[src/rtl/video_crop.sv]
// video_crop: passes a programmable rectangle of a do/de/hs/vs video stream and
// measures the incoming line size and frame height.
module video_crop #(
    parameter int DATA_WIDTH = 8,
    parameter int CNT_WIDTH  = 12
) (
    input  logic                  clk,
    input  logic                  rst,
    input  logic [CNT_WIDTH-1:0]  crop_x,
    input  logic [CNT_WIDTH-1:0]  crop_y,
    input  logic [CNT_WIDTH-1:0]  crop_w,
    input  logic [CNT_WIDTH-1:0]  crop_h,
    input  logic [DATA_WIDTH-1:0] di_i,
    input  logic                  de_i,
    input  logic                  hs_i,
    input  logic                  vs_i,
    output logic [DATA_WIDTH-1:0] do_o,
    output logic                  de_o,
    output logic                  hs_o,
    output logic                  vs_o,
    output logic [CNT_WIDTH-1:0]  line_size_o,
    output logic [CNT_WIDTH-1:0]  frame_lines_o
);
    localparam logic [CNT_WIDTH-1:0] CNT_MAX = '1;
    logic [CNT_WIDTH-1:0] x_cnt, y_cnt, sx, sy, sw, sh;
    logic [CNT_WIDTH:0]   x_end, y_end;
    logic                 hs_q, sync, in_x, in_y, hs_rise, vs_rise, de_n;
    // window ends are one bit wider so x+w never wraps
    assign x_end   = {1'b0, sx} + {1'b0, sw};
    assign y_end   = {1'b0, sy} + {1'b0, sh};
    assign in_x    = (x_cnt >= sx) && ({1'b0, x_cnt} < x_end);
    assign in_y    = (y_cnt >= sy) && ({1'b0, y_cnt} < y_end);
    assign hs_rise = hs_i && !hs_q;
    assign vs_rise = vs_i && !vs_o;
    assign de_n    = sync && de_i && !hs_i && in_x && in_y;
    always_ff @(posedge clk) begin
        if (rst) begin
            do_o          <= '0;
            de_o          <= 1'b0;
            hs_o          <= 1'b1;
            vs_o          <= 1'b1;
            line_size_o   <= '0;
            frame_lines_o <= '0;
            x_cnt         <= '0;
            y_cnt         <= '0;
            sx            <= '0;
            sy            <= '0;
            sw            <= '0;
            sh            <= '0;
            hs_q          <= 1'b1;
            sync          <= 1'b0;
        end else begin
            vs_o <= vs_i;
            hs_q <= hs_i;
            sync <= sync || vs_i;
            if (vs_i) begin
                sx <= crop_x;
                sy <= crop_y;
                sw <= crop_w;
                sh <= crop_h;
            end
            x_cnt <= hs_i ? '0 : (de_i && x_cnt != CNT_MAX) ? x_cnt + 1'b1 : x_cnt;
            y_cnt <= vs_i ? '0 : (hs_rise && y_cnt != CNT_MAX) ? y_cnt + 1'b1 : y_cnt;
            de_o  <= de_n;
            if (de_n)
                do_o <= di_i;
            hs_o <= (sync && in_y) ? hs_i : 1'b1;
            if (hs_rise)
                line_size_o <= x_cnt;
            // a line ending together with the frame still counts
            if (vs_rise)
                frame_lines_o <= (hs_rise && y_cnt != CNT_MAX) ? y_cnt + 1'b1 : y_cnt;
        end
    end
endmodule

[config.mk]
export PLATFORM = sky130hd
export DESIGN_NAME = video_crop
export DESIGN_NICKNAME = d
export VERILOG_FILES = /design/src/rtl/video_crop.sv
export SDC_FILE = /design/constraint.sdc
export NUM_CORES = 1
export LEC_CHECK = 0
export CAP_MARGIN = 0
export CELL_PAD_IN_SITES_DETAIL_PLACEMENT = 2
export CELL_PAD_IN_SITES_GLOBAL_PLACEMENT = 2
export CORE_UTILIZATION = 33
export DETAILED_ROUTE_END_ITERATION = 8
export PLACE_DENSITY_LB_ADDON = 0.1
export SYNTH_ARGS = -nofsm -noshare
export SYNTH_HDL_FRONTEND = slang
export SYNTH_SLANG_ARGS = --single-unit
[constraint.sdc]
create_clock -name clk -period 4.8 [get_ports clk]
set_input_delay 0.96 -clock clk [delete_from_list [all_inputs] [get_ports clk]]
set_output_delay 0.96 -clock clk [all_outputs]
set_load 0.02 [all_outputs]
==> flow_metrics.tcl, run 1 <==
set metrics [dict create \
    cpMostUsedCell "a21oi_1" \
    slowest_delay_ns 0.47 \
    slowest_stage "o211a_1" \
    crit_type "flip-flop to flip-flop" \
    htreeDepth 3 \
    antenna_found_initial 0 \
    synth_cells 675 \
    drc 0 \
    period_minus_slack_ns 3.92 \
    cp_max_fo 9 \
    clk_latency_ns 0.35 \
    drtPass1Iterations 4 \
    grt_max_degree 41 \
    setup_viol 0 \
    powerDensity_nw_per_um2 268 \
    cp_data_arrival_time_ns 4.19 \
    r2r_end "do_o[0]$_SDFFE_PP0P_" \
    ios 96 \
    chipHeight_microns 137 \
    start_util 0.342 \
    cts.path.max_buffers 2 \
    yosys.area_share.simple 0.166 \
    status "complete, no violations" \
    cts-hold-fix-buffers 0 \
    synth_cell_type_count 44 \
    rr_worst_depth 17 \
    die_x_microns 137 \
    syn_to_final_growth_pct 23.8 \
    cts_tree "done" \
    synthAdderAreaFrac 0.157 \
    reg2reg_setup_slack_ns 0.88 \
    endpoint "do_o[0]$_SDFFE_PP0P_" \
    wl_per_cell_microns 17.2 \
    peakVddDrop_mv 0.167 \
    crit_start "sy[0]$_SDFFE_PP0P_" \
    final_cell_mix "dfxtp_1 (109), nor2_1 (97), clkdlybuf4s50_1 (93)" \
    syn_area_per_cell_sq_um 8.89 \
    crit_required_ns 5.07 \
    setup_tns_ns 0 \
    cts_resized 0 \
    r2r-start "sy[0]$_SDFFE_PP0P_" \
    tightest_slew_ns 0.783 \
    core_area_sq_um 17500 \
    yosys_warnings 0 \
    placementRows 48 \
    period_share 0.816 \
    post-dp-hpwl_microns 13900 \
    syn-num-nets 810 \
    synth_top_family_by_area "simple AND/OR/NAND/NOR gates" \
    path_clk_slew_ns 0.07 \
    synth-compound-area-share 0.123 \
    slew_viol_final 0 \
    slew_headroom 0.477 \
    postLayoutCoreUtil 0.424 \
    post_route_cells_drive_above_1_share 0.0379 \
    post_cts_buffers 0 \
    nNetsFinal 895 \
    ys_seq_area_frac 0.364 \
    max_freq_ghz 0.255 \
    num_vias 5044 \
    critPathBufInv 1 \
    wl_microns 17100 \
    synth-seq-cells 109 \
    path_cells "ha_1 -> inv_1 -> fa_1 -> nand2b_1 -> a21oi_1 -> o211ai_1 -> a21oi_1 -> nor2_1 -> xor2_1 -> ha_1 -> a21o_1 -> a21oi_1 -> nand2_1 -> nor3_1 -> o221a_2 -> o211a_1 -> mux2i_1" \
    maxCapViolCount 0 \
    finalHoldViolCount 0 \
    first_global_vias 5517 \
    path_delay_family "compound AO/OA/AOI/OAI gates" \
    synth_mux_area_frac 0.0967 \
    grt_pass1_wl_microns 27800 \
    cts.sinks 109 \
    ant_nets 0 \
    antenna_cells 0 \
    drt_iter0_drc 133 \
    vias_per_cell 5.09 \
    grt-ovfl-total 0 \
    p_leak_uw 0.00303 \
    dieArea_sq_um 18700 \
    mostFrequentLayoutCell "dfxtp_1" \
    io_buffers 95 \
    start_kind "flip-flop" \
    crit_path_end_kind "flip-flop" \
    grtUsageTotal 0.192 \
    cp_num_cells 17 \
    synth_area_sq_um 6000 \
    finalClockSkew_ns 0.00900 \
    rsz0062_at_grt "no" \
    cts_inserted_buffers 9 \
    synth-xor-area-share 0.0540 \
    cts_root_buffer "clkbuf_16" \
    hp-class "flip-flop to flip-flop" \
    min_path_cells 2 \
    gp_congestion 0.859 \
]
[cell families after synthesis]
| kind of cell | after synthesis |
|---|---|
| AO/OA/AOI/OAI | 119 |
| multiplexers | 58 |
| AND/OR/NAND/NOR | 217 |
| XOR/XNOR | 37 |
| flip-flops | 109 |
| buffers and inverters | 61 |
| adder cells (fa/ha/maj) | 74 |
[through the flow]
step	total power, uW	worst slack [ns]	hold WS [ns]	cells	cell area, sq um
2_1_floorplan	1170	1.40	0.465	675	6000
3_3_place_gp	1280	1.06	0.446	974	7150
3_5_place_dp	1300	0.885	0.450	974	7150
4_1_cts	2030	0.843	0.468	990	7430
5_1_grt	2090	0.469	0.487	990	7430
6_report	1990	0.883	0.462	990	7430
[where the power goes]
group / leakage, uW / internal (uW) / switching, uW
logic: 0.00200 / 153 / 160
registers: 0.000890 / 935 / 25.4
clock network: 0.000132 / 367 / 349
[Yosys cell counts (all sizes together)]
cell | number | share of area
dfxtp | 109 | 0.36
nor2 | 97 | 0.061
ha | 72 | 0.15
mux2i | 58 | 0.097
a21oi | 47 | 0.039
nand2 | 44 | 0.028
inv | 35 | 0.022
nand2b | 23 | 0.024
o21ai | 22 | 0.018
xor2 | 21 | 0.031
clkbuf | 17 | 0.011
xnor2 | 16 | 0.023
a211oi | 15 | 0.019
nand3 | 14 | 0.012
buf | 9 | 0.0073
nand4 | 8 | 0.0083
nor3 | 7 | 0.0058
o21a | 7 | 0.0088
a21o | 5 | 0.0063
o21bai | 5 | 0.0063
o211ai | 4 | 0.0050
or3 | 4 | 0.0042
a31oi | 3 | 0.0031
and3 | 3 | 0.0031
nor2b | 3 | 0.0031
nor3b | 3 | 0.0038
or2 | 3 | 0.0031
a311o | 2 | 0.0033
a31o | 2 | 0.0029
and2b | 2 | 0.0025
and4 | 2 | 0.0029
fa | 2 | 0.0067
nor4 | 2 | 0.0021
o31ai | 2 | 0.0025
a2111oi | 1 | 0.0025
a221oi | 1 | 0.0015
nor4bb | 1 | 0.0017
o211a | 1 | 0.0017
o221a | 1 | 0.0019
o31a | 1 | 0.0015
or4 | 1 | 0.0013
[registers in the layout (all words and copies together), names as in the netlist]
register / flops
hs_o: 1
do_o: 8
sy: 12
de_o: 1
y_cnt: 12
sx: 12
sh: 12
frame_lines_o: 12
vs_o: 1
x_cnt: 12
hs_q: 1
line_size_o: 12
sw: 12
sync: 1
[routing by layer]
layer | track usage | wire, microns | share of wire | up-vias
met5 | 0 | 0 | 0 | -
met4 | 0.0672 | 327 | 0.019 | 0
met3 | 0.0241 | 527 | 0.031 | 20
met2 | 0.319 | 7930 | 0.47 | 92
met1 | 0.256 | 8270 | 0.48 | 2423
li1 | - | - | - | 2509
[area by class of cell]
class                           instances  area (sq um)
Timing Repair Buffer                  100           978
Fill cell                            1914         10100
Multi-Input combinational cell        505          3580
Clock buffer                           11           243
Tap cell                              225           282
Sequential cell                       109          2180
Clock inverter                          5          33.8
Inverter                               35           131
[worst min-delay path by stage]
| stage | from | to | slack (ns) |
|---|---|---|---|
| floorplan | sh[0]$_SDFFE_PP0P_ | sh[0]$_SDFFE_PP0P_ | 0.46 |
| global placement | line_size_o[9]$_SDFFE_PP0P_ | line_size_o[9]$_SDFFE_PP0P_ | 0.45 |
| detailed placement | line_size_o[1]$_SDFFE_PP0P_ | line_size_o[1]$_SDFFE_PP0P_ | 0.45 |
| CTS | line_size_o[5]$_SDFFE_PP0P_ | line_size_o[5]$_SDFFE_PP0P_ | 0.47 |
| global route | line_size_o[10]$_SDFFE_PP0P_ | line_size_o[10]$_SDFFE_PP0P_ | 0.49 |
| finish | line_size_o[10]$_SDFFE_PP0P_ | line_size_o[10]$_SDFFE_PP0P_ | 0.46 |
[tightest hold or removal path, cell delays in order, from the launching register on]
cell and delay [ns]:
dfxtp_1 0.31, nand2_1 0.05, a21oi_1 0.05
Note: power is estimated with default switching activity, not from simulation.
==> run 2: changes to the inputs <==
clock period = 4.1 ns   (was 4.8 ns; I/O delays follow)
==> flow_metrics.tcl, run 2 (synthesis gave the netlist of run 1 again) <==
set metrics [dict create \
    dr.max_layer_used "met4" \
    postLayoutCoreUtil 0.425 \
    placementRows 48 \
    ios 96 \
    wl_microns 17000 \
    rsz0062_at_grt "no" \
    post_cts_buffers 0 \
    grtUsageTotal 0.191 \
    htreeDepth 3 \
    grt_max_degree 50 \
    wl_per_cell_microns 17.2 \
    min_path_cells 2 \
    sw_frac_of_total 0.268 \
    setup_viol 0 \
    io_buffers 95 \
    drt_iter0_drc 140 \
    grt-ovfl-total 0 \
    status "complete, no violations" \
    seq_power_share 0.477 \
    drtPass1Iterations 4 \
    grt_pass1_wl_microns 27600 \
    mostFrequentLayoutCell "dfxtp_1" \
    post_route_cells_drive_above_1_share 0.0405 \
    start_util 0.342 \
    num_vias 5051 \
    cts_tree "done" \
    crit_path_end_kind "flip-flop" \
    slew_viol_final 0 \
    post-dp-hpwl_microns 13700 \
    wl_met2_microns 7910 \
    cts_root_buffer "clkbuf_16" \
    tightest_slew_ns 0.847 \
    slew_headroom 0.436 \
    antenna_found_initial 0 \
    clk_latency_ns 0.36 \
    met1_length_microns 8320 \
    stdcell_count 991 \
    cts.sinks 109 \
    p_leak_uw 0.00304 \
    timing.hold.ws_ns 0.459 \
    maxCapViolCount 0 \
    pwr-share-comb 0.156 \
    cts-hold-fix-buffers 0 \
    rr_worst_depth 17 \
    intPower_uw 1720 \
    antenna_cells 0 \
    chipHeight_microns 137 \
    powerDensity_nw_per_um2 316 \
    p_clk_frac 0.367 \
    dp_cells 975 \
    cts_inserted_buffers 9 \
    core_area_sq_um 17500 \
    first_global_vias 5464 \
    p_sw_uw 633 \
    drc 0 \
    start_kind "flip-flop" \
    cp_max_fo 9 \
    peakVddDrop_mv 0.180 \
    nNetsFinal 896 \
    gp_congestion 0.853 \
    period_share 0.934 \
    final_cell_mix "dfxtp_1 (109), nor2_1 (97), clkdlybuf4s50_1 (93)" \
    cts_resized 0 \
    hp-class "flip-flop to flip-flop" \
    cts.path.max_buffers 2 \
    path_clk_slew_ns 0.07 \
    max_freq_ghz 0.261 \
    finalClockSkew_ns 0.0113 \
    die_x_microns 137 \
    ant_nets 0 \
    crit_required_ns 4.39 \
    crit_type "flip-flop to flip-flop" \
    cp_data_arrival_time_ns 4.12 \
    setup_tns_ns 0 \
    finalHoldViolCount 0 \
    period_minus_slack_ns 3.83 \
    vias_per_cell 5.10 \
    syn_to_final_growth_pct 24.3 \
    wl_met3_microns 590 \
    dieArea_sq_um 18700 \
]
-- run 2: changes by cell type in the layout (fill, tap and decap cells not counted), sizes merged --
| cell | change |
|---|---|
| clkinvlp | -1 |
| buf | +1 |
| clkbuf | +1 |
-- run 2: layout make-up --
class                      instances  area (sq um)
clock buffer                      12           256
clock inverter                     4          30.0
fill                            1908         10100
inverter                          35           131
multi-input combinational        505          3580
sequential                       109          2180
tap                              225           282
timing repair buffer             101           998
-- run 2: routing by layer --
metal | GRT usage | vias up
li1 | - | 2508
met1 | 0.252 | 2433
met2 | 0.323 | 93
met3 | 0.0300 | 17
met4 | 0.0507 | 0
met5 | 0 | -
-- run 2: power groups by stage --
stage | combinational, uW | sequential (uW) | clock [uW]
5_1_grt | 411 | 1130 | 947
3_3_place_gp | 353 | 1150 | 0
6_report | 368 | 1120 | 864
3_5_place_dp | 373 | 1150 | 0
4_1_cts | 376 | 1130 | 902
2_1_floorplan | 220 | 1150 | 0
-- run 2: critical path, stage by stage, from the launching register on --
cell	delay [ns]
dfxtp_1	0.37
ha_1	0.21
inv_1	0.06
fa_1	0.39
nand2b_1	0.17
a21oi_1	0.22
o211ai_1	0.15
a21oi_1	0.17
nor2_1	0.06
xor2_1	0.14
ha_1	0.30
a21o_1	0.17
a21oi_1	0.14
nand2_1	0.08
nor3_1	0.21
o221a_2	0.26
o211a_2	0.39
mux2i_1	0.24
-- run 2: metrics by stage --
stage / power [uW] / area [sq um] / setup slack, ns
2_1_floorplan: 1370 / 6000 / 0.697
3_3_place_gp: 1500 / 7170 / 0.355
3_5_place_dp: 1520 / 7170 / 0.205
4_1_cts: 2400 / 7460 / 0.165
5_1_grt: 2490 / 7460 / 0.0406
6_report: 2360 / 7460 / 0.269
-- run 2: worst paths after layout --
kind | startpoint | to | slack, ns
hold reg to reg | line_size_o[8]$_SDFFE_PP0P_ | line_size_o[8]$_SDFFE_PP0P_ | 0.46
hold / removal | line_size_o[8]$_SDFFE_PP0P_ | line_size_o[8]$_SDFFE_PP0P_ | 0.46
setup / recovery | sy[0]$_SDFFE_PP0P_ | do_o[4]$_SDFFE_PP0P_ | 0.27
setup reg to reg | sy[0]$_SDFFE_PP0P_ | do_o[4]$_SDFFE_PP0P_ | 0.27
